[src/rtl/ivs_dma_pkg.sv]
// Shared DMA definitions: AXI encodings, page/beat geometry and the engine FSM states.
// Used by both the read and write engines.
package ivs_dma_pkg;

  localparam logic [2:0] AXSIZE_16B  = 3'b100;
  localparam logic [1:0] BURST_INCR  = 2'b01;
  localparam logic [1:0] RESP_OKAY   = 2'b00;
  localparam logic [3:0] CACHE_MODIF = 4'b0011;

  localparam int unsigned PAGE_BYTES = 4096;
  localparam int unsigned BEAT_BYTES = 16;

  typedef enum logic [1:0] {
    StIdle,
    StIssue,
    StDrain,
    StDone
  } dma_state_e;

endpackage

[src/rtl/ivs_dma_burst_calc.sv]
// Burst sizing: the largest INCR burst that fits the remaining beats, the current 4 KB page
// and MAX_BEATS. Returns the beat count n and the matching AXI length (n-1).
module ivs_dma_burst_calc
  import ivs_dma_pkg::*;
#(
  parameter int unsigned MAX_BEATS = 64
) (
  input  logic [11:4] page_addr,
  input  logic [27:0] beats_left,
  output logic [6:0]  n,
  output logic [5:0]  arlen
);

  localparam logic [8:0] PageBeats = 9'(PAGE_BYTES / BEAT_BYTES);
  localparam logic [8:0] MaxBeats  = 9'(MAX_BEATS);

  logic [8:0] page_room;
  logic [8:0] cap;

  always_comb begin
    // Beats left before the page boundary: 1..256.
    page_room = PageBeats - {1'b0, page_addr};
    cap       = (page_room < MaxBeats) ? page_room : MaxBeats;
    n         = (beats_left < {19'd0, cap}) ? beats_left[6:0] : cap[6:0];
    arlen     = 6'(n - 7'd1);
  end

endmodule

[src/rtl/ivs_dma_rd.sv]
// DMA read engine: splits a byte region into page-safe INCR bursts on AR, keeps up to MAX_OTS
// bursts outstanding and forwards R beats to the consumer stream with no added latency.
module ivs_dma_rd
  import ivs_dma_pkg::*;
#(
  parameter logic [3:0]  ARID      = 4'h1,
  parameter int unsigned MAX_BEATS = 64,
  parameter int unsigned MAX_OTS   = 4
) (
  input  logic         aclk,
  input  logic         arst,
  input  logic         dr_req,
  input  logic [31:0]  dr_base,
  input  logic [31:0]  dr_len,
  output logic         dr_busy,
  output logic         dr_done,
  output logic         dr_err,
  output logic         dr_valid,
  input  logic         dr_ready,
  output logic [127:0] dr_data,
  output logic         dr_last,
  output logic         arvalid,
  input  logic         arready,
  output logic [3:0]   arid,
  output logic [31:0]  araddr,
  output logic [5:0]   arlen,
  output logic [2:0]   arsize,
  output logic [1:0]   arburst,
  output logic         arlock,
  output logic [3:0]   arcache,
  output logic [2:0]   arport,
  output logic [3:0]   arregion,
  output logic [3:0]   arqos,
  output logic [7:0]   aruser,
  input  logic         rvalid,
  output logic         rready,
  input  logic [3:0]   rid,
  input  logic [127:0] rdata,
  input  logic         rlast,
  input  logic [1:0]   rresp
);

  localparam logic [3:0] MaxOts = 4'(MAX_OTS);

  dma_state_e  state_q;
  logic [31:0] addr_q;
  logic [27:0] beats_left_q;
  logic [27:0] rx_left_q;
  logic [3:0]  ots_q, ots_d;
  logic [6:0]  n_q;
  logic        err_q;
  logic        busy_q;
  logic        done_q;
  logic        arvalid_q;
  logic [31:0] araddr_q;
  logic [5:0]  arlen_q;

  logic [6:0]  calc_n;
  logic [5:0]  calc_arlen;
  logic        ots_nz, ar_hs, r_hs, r_last_hs;
  logic        unused_lsbs;

  assign unused_lsbs = ^{dr_base[3:0], dr_len[3:0]};

  ivs_dma_burst_calc #(
    .MAX_BEATS (MAX_BEATS)
  ) u_burst_calc (
    .page_addr  (addr_q[11:4]),
    .beats_left (beats_left_q),
    .n          (calc_n),
    .arlen      (calc_arlen)
  );

  // R channel is a pure pass-through, gated so stray beats are never accepted when idle.
  assign ots_nz    = (ots_q != 4'd0);
  assign rready    = dr_ready & ots_nz;
  assign dr_valid  = rvalid & ots_nz;
  assign dr_data   = rdata;
  assign dr_last   = dr_valid & (rx_left_q == 28'd1);
  assign ar_hs     = arvalid_q & arready;
  assign r_hs      = rvalid & rready;
  assign r_last_hs = r_hs & rlast;

  assign dr_busy  = busy_q;
  assign dr_done  = done_q;
  assign dr_err   = done_q & err_q;

  assign arvalid  = arvalid_q;
  assign araddr   = araddr_q;
  assign arlen    = arlen_q;
  assign arid     = ARID;
  assign arsize   = AXSIZE_16B;
  assign arburst  = BURST_INCR;
  assign arlock   = 1'b0;
  assign arcache  = CACHE_MODIF;
  assign arport   = 3'd0;
  assign arregion = 4'd0;
  assign arqos    = 4'd0;
  assign aruser   = 8'd0;

  always_comb begin
    ots_d = ots_q;
    if (ar_hs && !r_last_hs) begin
      ots_d = ots_q + 4'd1;
    end else if (!ar_hs && r_last_hs) begin
      ots_d = ots_q - 4'd1;
    end
  end

  always_ff @(posedge aclk or posedge arst) begin
    if (arst) begin
      state_q      <= StIdle;
      addr_q       <= 32'd0;
      beats_left_q <= 28'd0;
      rx_left_q    <= 28'd0;
      ots_q        <= 4'd0;
      n_q          <= 7'd0;
      err_q        <= 1'b0;
      busy_q       <= 1'b0;
      done_q       <= 1'b0;
      arvalid_q    <= 1'b0;
      araddr_q     <= 32'd0;
      arlen_q      <= 6'd0;
    end else begin
      ots_q  <= ots_d;
      done_q <= 1'b0;
      if (r_hs) begin
        rx_left_q <= rx_left_q - 28'd1;
      end
      if (r_hs && ((rresp != RESP_OKAY) || (rid != ARID))) begin
        err_q <= 1'b1;
      end
      unique case (state_q)
        StIdle: begin
          if (dr_req) begin
            addr_q       <= {dr_base[31:4], 4'h0};
            beats_left_q <= dr_len[31:4];
            rx_left_q    <= dr_len[31:4];
            err_q        <= 1'b0;
            if (dr_len[31:4] == 28'd0) begin
              state_q <= StDone;
              done_q  <= 1'b1;
            end else begin
              state_q <= StIssue;
              busy_q  <= 1'b1;
            end
          end
        end
        StIssue: begin
          if (ar_hs) begin
            arvalid_q    <= 1'b0;
            addr_q       <= addr_q + {21'd0, n_q, 4'h0};
            beats_left_q <= beats_left_q - {21'd0, n_q};
            if (beats_left_q == {21'd0, n_q}) begin
              state_q <= StDrain;
            end
          end else if (!arvalid_q && (ots_q < MaxOts)) begin
            // Latch the burst so araddr/arlen hold while the slave stalls.
            arvalid_q <= 1'b1;
            araddr_q  <= addr_q;
            arlen_q   <= calc_arlen;
            n_q       <= calc_n;
          end
        end
        StDrain: begin
          if (ots_q == 4'd0) begin
            state_q <= StDone;
            busy_q  <= 1'b0;
            done_q  <= 1'b1;
          end
        end
        StDone: begin
          state_q <= StIdle;
        end
        default: begin
          state_q <= StIdle;
        end
      endcase
    end
  end

endmodule

[config.mk]
export PLATFORM = sky130hd
export DESIGN_NAME = ivs_dma_rd
export DESIGN_NICKNAME = d
export VERILOG_FILES = /design/src/rtl/ivs_dma_pkg.sv /design/src/rtl/ivs_dma_burst_calc.sv /design/src/rtl/ivs_dma_rd.sv
export SDC_FILE = /design/constraint.sdc
export NUM_CORES = 1
export LEC_CHECK = 0
export ABC_AREA = 1
export CORE_AREA = 5 5 155 157
export DETAILED_ROUTE_END_ITERATION = 10
export DIE_AREA = 0 0 160 162
export PLACE_DENSITY = 0.82
export SETUP_SLACK_MARGIN = 0.15
export SLEW_MARGIN = 30
export SYNTH_ARGS = -nofsm -noshare
export SYNTH_HDL_FRONTEND = slang
export SYNTH_SLANG_ARGS = --single-unit
[constraint.sdc]
create_clock -name aclk -period 8.6 [get_ports aclk]
set_input_delay 1.72 -clock aclk [delete_from_list [all_inputs] [get_ports aclk]]
set_output_delay 1.72 -clock aclk [all_outputs]
set_load 0.02 [all_outputs]
# Yosys cells after proc, flatten, opt, wreduce, memory -nomap -nowiden
# Index checks and enable logic that the tools add are counted.
dict set report word_totals {
  register_bits 143
  out_inout_bits 206
}
dict set report op_classes {
  add_sub_neg 7
  n_lt_le_gt_ge 3
  eq_ne 11
  mux 32
  bitwise_logic 8
  reduce_logical 22
}
# op count
set op_table {}
lappend op_table {{28-bit two-way mux} 5}
lappend op_table {{32-bit two-way mux} 2}
lappend op_table {{32-bit one-hot mux with 2 select lines} 1}
lappend op_table {{28-bit one-hot mux with 2 select lines} 1}
lappend op_table {{32-bit by 11-bit adder with 32-bit output} 1}
lappend op_table {{28-bit by 1-bit == test with 1-bit output (second input constant)} 1}
lappend op_table {{28-bit by 7-bit == test with 1-bit output} 1}
lappend op_table {{28-bit zero test} 1}
lappend op_table {{28-bit by 9-bit less-than comparator with 1-bit output} 1}
lappend op_table {{28-bit by 1-bit subtractor with 28-bit output (second input constant)} 1}
lappend op_table {{28-bit by 7-bit subtractor with 28-bit output} 1}
lappend op_table {{1-bit two-way mux} 11}
lappend op_table {{2-bit two-way mux} 5}
lappend op_table {{2-bit != test (second input constant)} 5}
lappend op_table {{2-bit nonzero test} 5}
lappend op_table {{9-bit by 7-bit less-than comparator with 1-bit output (second input constant)} 1}
lappend op_table {{9-bit two-way mux} 1}
lappend op_table {{9-bit by 8-bit subtractor with 9-bit output (first input constant)} 1}
lappend op_table {{4-bit two-way mux} 2}
lappend op_table {{2-bit one-hot mux with 4 select lines} 1}
lappend op_table {{4-bit AND reduction} 2}
lappend op_table {{1-bit bitwise AND} 7}
lappend op_table {{7-bit two-way mux} 1}
lappend op_table {{3-bit AND reduction} 2}
lappend op_table {{16 further kinds} 23}

# Logic depth before layout (Yosys ltp)
# Gate-level depths: netlist of run 1.
dict set report depth {
  ltp_word 7
  mapped_depth 26
  ltp_nobuf 26
}

# Cells and area by module
# From an unflattened synthesis of run 1, not the netlist that was laid out.
dict set report hier_totals {
  cells_unflattened 1636
  area_unflattened_um2 10944.2
}
# module n_inst cells_each area_per_inst_um2 seq_area_each_um2
set modules_own_cells {}
lappend modules_own_cells {ivs_dma_rd 1 1523 10298.6 3378.2}
lappend modules_own_cells {ivs_dma_burst_calc 1 113 645.6 0.0}

# Worst setup path after synthesis of run 1
# No wires, ideal clock.
dict set report synth_path {
  path_type {input port to output port}
  from {input rvalid}
  to {output dr_last}
  arrival_ns 2.334
  path_slack_ns 4.546
  cell_stages 4
  n_path_buf 0
  path_cell_list {nand2_1 > inv_1 > nand3_1 > nor2_1}
}
dict set report synth_between {
  elab_chain_len 2
}
# item line
set synth_lines {}
lappend synth_lines {{start: declaration} ivs_dma_rd.sv:35} ;# input logic rvalid,
lappend synth_lines {{1-bit bitwise AND} ivs_dma_rd.sv:77} ;# assign dr_valid = rvalid & ots_nz;
lappend synth_lines {{net dr_valid} ivs_dma_rd.sv:18} ;# output logic dr_valid,
lappend synth_lines {{1-bit bitwise AND} ivs_dma_rd.sv:79} ;# assign dr_last = dr_valid & (rx_left_q == 28'd1);
lappend synth_lines {{end: declaration} ivs_dma_rd.sv:21} ;# output logic dr_last,
# The timed path passes the listed nets, and every way through them passes these cells.

# Final worst setup path of run 1
dict set report layout_path {
  from {input rvalid}
  to {output dr_last}
}
dict set report layout_between {
  elab_chain_len 2
}
# item line
set layout_lines {}
lappend layout_lines {{1-bit bitwise AND} ivs_dma_rd.sv:77}
lappend layout_lines {{1-bit bitwise AND} ivs_dma_rd.sv:79}
# No other way between the ends.

==> impl_metrics.toml, run 1 <==
[synth]
syn-instance-count = 1325
synth_edf_count = 0
syn_area_per_cell_sq_um = 7.40
yosysUniqueCellTypes = 48
synthArstFlopShare = 1.00
ys_ff_latch = 135
yosysSeqAreaShare = 0.344
yosys_warnings = 0
synth_ff_type = "dfrtp_1"
syn_area_sq_um = 9810

[clock_network]
clockBufferDepth = 2
root_buffer = "clkbuf_16"
cts_buffers = 17
cts.sinks = 135
ctsResizeCount = 0
post_cts_buffers = 0
clk_latency_ns = 0.43
clk_pin_slew_ns = 0.06
cts_max_level = 4
holdBufCountCts = 0
tritoncts = "built"

[routing]
drtAntennaViolNets = 0
via_count = 8180
drcViolationCount = 0
dr.first_iter.drc_count = 756
dr.pass1.iters = 5
wirelength_mm = 24.2
viasPerCell = 5.15
wire_per_inst_microns = 15.2

[timing]
tightestPinTransition_ns = 0.824
maxSlewViolCount = 0
fin_ws_ns = 3.69
hold_viol = 0
rsz0062_at_grt = "false"
skew_ns = 0.00732
fin_crit_sh = 0.571
post-route-min-period_ns = 4.91
final.setup.tns_ns = 0
setup_violations = 0
fmax_mhz = 204
slew_headroom = 0.451

[cells_and_area]
multi_input_area_sq_um = 4530
area_delta_synth_final_pct = 8.46
fin_nets = 1530
n_fill_cell = 2097
diodes = 0
final_cell_area_sq_um = 10600
area.sequential_sq_um = 3380
drive_gt1_frac = 0.0507

[global_route]
grt.total_usage = 0.186
grt_pass1_vias = 8097
antenna_found_initial = 0
overflow = 0
grt_pass1_wl_mm = 39.9
grt_max_degree = 84

[die]
die_w_microns = 160
num_io_pins = 411
die_h_microns = 162
fp.dieArea_sq_um = 25900
initial_utilization = 0.439
rows = 55
core_area_sq_um = 22400

[setup_path]
arrival_ns = 3.19
critPathMaxFanout = 3
path_class = "primary input to primary output"
required_ns = 6.88
critPathLaunchType = "primary input"
crit_path_end_kind = "primary output"

[outcome]
status = "completed"

[power_and_ir_drop]
p_clk_frac = 0.179
pwr-share-comb = 0.517
p_sw_frac = 0.467
intPower_mw = 2.19
powerDensity_nw_per_um2 = 386
seqPwrFrac = 0.304
peakVddDrop_v = 0.000194
power_switching_mw = 1.91
p_leak_nw = 4.91
total_power_mw = 4.10

[placement]
dp_slack_ns = 3.70
gp_congestion = 0.911
dp_hpwl_mm = 17.7
io_buffers = 109
placed_area_sq_um = 10000

[hold_path]
hold_path_class = "flop to flop"

[job]
cap_violations = 0
-- worst max-delay path, stage by stage --
cell	delay [ns]
clkdlybuf4s50_1	0.46
nand2_1	0.05
inv_1	0.15
nand3_1	0.10
nor2_1	0.09
clkdlybuf4s50_1	0.61
-- cell type report --
type,instances,share of cell area
Multi-Input combinational cell,848,0.426
Sequential cell,135,0.318
Clock inverter,11,0.0116
Inverter,175,0.0622
Clock buffer,21,0.0433
Tap cell,285,0.0335
Timing Repair Buffer,113,0.106
-- path summary, 6_finish.rpt --
path	from	to	slack [ns]	cells after the start
min in group asynchronous	arst	araddr[21]	1.81	2
min	araddr[25]	araddr[25]	0.49	2
max reg2reg	state_q[1]	beats_left_q[3]	4.35	11
max	rvalid	dr_last	3.69	6
max in group asynchronous	arst	err_q	5.63	3
min reg2reg	araddr[25]	araddr[25]	0.49	2
-- synthesized netlist by cell type (all sizes together), types with 2 or more instances --
master | number | area [sq um]
inv | 173 | 649
clkinv | 2 | 7.51
nand4 | 15 | 93.8
nand2 | 223 | 850
clkbuf | 34 | 128
ha | 32 | 400
o31ai | 4 | 30.0
a21oi | 46 | 230
fa | 3 | 60.1
o22ai | 13 | 81.3
o211ai | 23 | 173
xor2 | 37 | 324
or2 | 8 | 50.1
xnor2 | 12 | 105
o21ai | 161 | 825
a31oi | 4 | 25.0
nor3 | 16 | 85.1
a21o | 3 | 22.5
o221ai | 2 | 17.5
buf | 169 | 1260
nor4 | 13 | 96.3
nor2 | 122 | 493
conb | 2 | 7.51
nand3 | 63 | 315
dfrtp | 135 | 3380
-- layout by cell type, fill, tap and decap left out, types with 17 or more instances in the layout --
cell type and count:
dfrtp_1 135, o21ai_0 148, nand3_1 63, xor2_1 37, nand2_1 218, o211ai_1 23, clkdlybuf4s50_1 109, inv_1 168
clkbuf_16 17, nor2_1 116, a21oi_1 45, conb_1 38, ha_1 31
-- flip-flops by register name, summed over array words and instances (netlist names) --
signal,cells
ots_q,4
n_q,7
beats_left_q,28
dr_done,1
araddr,28
err_q,1
addr_q,28
rx_left_q,28
dr_busy,1
state_q,2
arlen,6
arvalid,1
-- stage by stage --
step	std cells	utilization	hold WS [ns]
after floorplan	1361	-	0.462
after global placement	1556	0.449	0.465
after detailed placement	1556	0.449	0.474
after CTS	1588	0.475	0.491
after global routing	1588	0.476	0.503
final	1588	0.476	0.490
-- layer usage --
layer	GRT usage	wire length, microns	vias up	share of wire
met1	0.237	10300	3800	0.43
met2	0.303	11600	283	0.48
met4	0.0821	828	0	0.034
met3	0.0454	1500	76	0.062
met5	0	0	-	0
li1	-	-	4021	-
-- power by group through the flow --
stage | clock [mW] | combinational (mW) | sequential, mW
floorplan | 0 | 1.58 | 1.26
global placement | 0 | 2.02 | 1.24
detailed placement | 0 | 2.11 | 1.25
CTS | 0.743 | 2.12 | 1.24
global route | 0.771 | 2.42 | 1.29
finish | 0.735 | 2.12 | 1.25
-- logic make-up (layout without fill, tap and decap cells) --
kind of cell,after synthesis,count (layout),share of synthesized area
compound gates,262,262,0.150
xor+xnor,49,49,0.0438
fa+ha+maj,35,35,0.0469
buf+inv,378,320,0.209
flops,135,135,0.344
mux,1,1,0.00102
other cells,2,38,0.000766
simple gates,463,463,0.204
(Power assumes the default switching activity.)
==> run 2, diff against run 1 <==
- CORE_AREA: 5 5 155 157 -> 5 5 163 165
- DIE_AREA: 0 0 160 162 -> 0 0 168 170
- PLACE_DENSITY: 0.82 -> 0.78
- clock period: 8.6 -> 4.5 ns (I/O delays scaled with it)
==> impl_metrics.toml, run 2 (synthesized netlist as in run 1, its figures left out) <==
[cells_and_area]
drive_gt1_frac = 0.0536
stdcell_count = 1637
final_cell_mix = "218 x nand2_1, 168 x inv_1, 148 x o21ai_0"
diodes = 0
layout_commonest_cell = "nand2_1"
final_cell_area_sq_um = 10800
area_delta_synth_final_pct = 10.1
fin_nets = 1534

[routing]
wire_per_inst_microns = 15.0
dr.pass1.iters = 5
viasPerCell = 5.03
dr.first_iter.drc_count = 558
via_count = 8226
drcViolationCount = 0
drtAntennaViolNets = 0
wirelength_mm = 24.6

[setup_path]
critPathLaunchType = "flop"
slowest_stage = "a311oi_4"
required_ns = 4.80
path_class = "flop to flop"
max_stage_delay_ns = 0.47
crit_path_end_kind = "flop"
critPathMaxFanout = 12
path_cells = "inv_1, ha_1, inv_1, nor2_1, nand3_1, nand2_1, inv_1, nand2_1, inv_1, nand2_1, ha_1, a21o_1, a311oi_4, nand2_2, o21ai_4, ha_1, nand2_1, nor3_1, o21ai_1"
arrival_ns = 4.21

[power_and_ir_drop]
power_switching_mw = 3.67
pwr-share-comb = 0.512
intPower_mw = 4.32
powerDensity_nw_per_um2 = 740
seqPwrFrac = 0.298
p_leak_nw = 4.97
p_clk_frac = 0.190
peakVddDrop_v = 0.000385
p_sw_frac = 0.459

[die]
num_io_pins = 411
core_area_sq_um = 24900
initial_utilization = 0.394
die_w_microns = 168
rows = 58
fp.dieArea_sq_um = 28600
die_h_microns = 170

[placement]
dp_hpwl_mm = 18.1
gp_congestion = 0.912
dp.cells = 1604
io_buffers = 109
placed_area_sq_um = 10100

[clock_network]
clk_latency_ns = 0.42
post_cts_buffers = 0
root_buffer = "clkbuf_16"
cts_max_level = 4
clk_pin_slew_ns = 0.06
cts_buffers = 17
cts.sinks = 135
tritoncts = "built"
ctsResizeCount = 0
holdBufCountCts = 0
clockBufferDepth = 2

[global_route]
grt_max_degree = 83
overflow = 0
grt_pass1_wl_mm = 40.4
grt_pass1_vias = 7994
grt.total_usage = 0.172
antenna_found_initial = 0

[timing]
skew_ns = 0.0124
post-route-min-period_ns = 3.90
fmax_mhz = 256
tightestPinTransition_ns = 0.815
slew_headroom = 0.457
final.setup.tns_ns = 0
maxSlewViolCount = 0
setup_violations = 0
whs_ns = 0.487
rsz0062_at_grt = "false"
hold_viol = 0
fin_crit_sh = 0.868

[outcome]
status = "completed"

[hold_path]
hold_path_class = "flop to flop"

[job]
cap_violations = 0
==> run 2: layout make-up <==
class	count	area (sq um)
fill	2427	14100
multi-input combinational	848	4530
sequential	135	3380
timing repair buffer	117	1180
inverter	175	661
clock buffer	21	470
tap	330	413
clock inverter	11	170
==> run 2: final timing paths <==
check / start / to / slack (ns) / cells past startpoint
setup / recovery: addr_q[4] / arlen[4] / 0.60 / 19
setup reg to reg: addr_q[4] / arlen[4] / 0.60 / 19
min in group asynchronous: arst / addr_q[21] / 0.79 / 2
hold reg to reg: arlen[5] / arlen[5] / 0.49 / 2
max in group asynchronous: arst / rx_left_q[24] / 2.78 / 4
hold / removal: arlen[5] / arlen[5] / 0.49 / 2
==> run 2: power groups by stage <==
stage / clock, mW / combinational [mW] / sequential (mW)
after floorplan: 0 / 3.01 / 2.42
after global placement: 0 / 3.93 / 2.36
after detailed placement: 0 / 4.06 / 2.37
after CTS: 1.55 / 4.09 / 2.37
after global routing: 1.61 / 4.68 / 2.47
final: 1.52 / 4.09 / 2.38
==> run 2: through the flow <==
step,util,power (mW),worst slack [ns]
2_1_floorplan,-,5.43,1.20
3_3_place_gp,0.407,6.29,0.817
3_5_place_dp,0.407,6.43,0.674
4_1_cts,0.433,8.01,0.624
5_1_grt,0.434,8.76,0.185
6_report,0.434,7.99,0.595
==> run 2: worst max-delay path, delay by kind of cell, from the launching register on <==
family,cells,cell delay [ns]
adders and majority gates,3,0.67
and+or+nand+nor,8,1.15
buffers and inverters,4,0.44
AOI/OAI and AO/OA,4,1.08
DFF,1,0.42
==> run 2: per-layer routing <==
metal | share of wire | GRT usage | wire length, microns
met1 | 0.43 | 0.220 | 10600
met2 | 0.48 | 0.284 | 11900
met4 | 0.029 | 0.0695 | 709
met5 | 0 | 0 | 0
met3 | 0.059 | 0.0369 | 1440
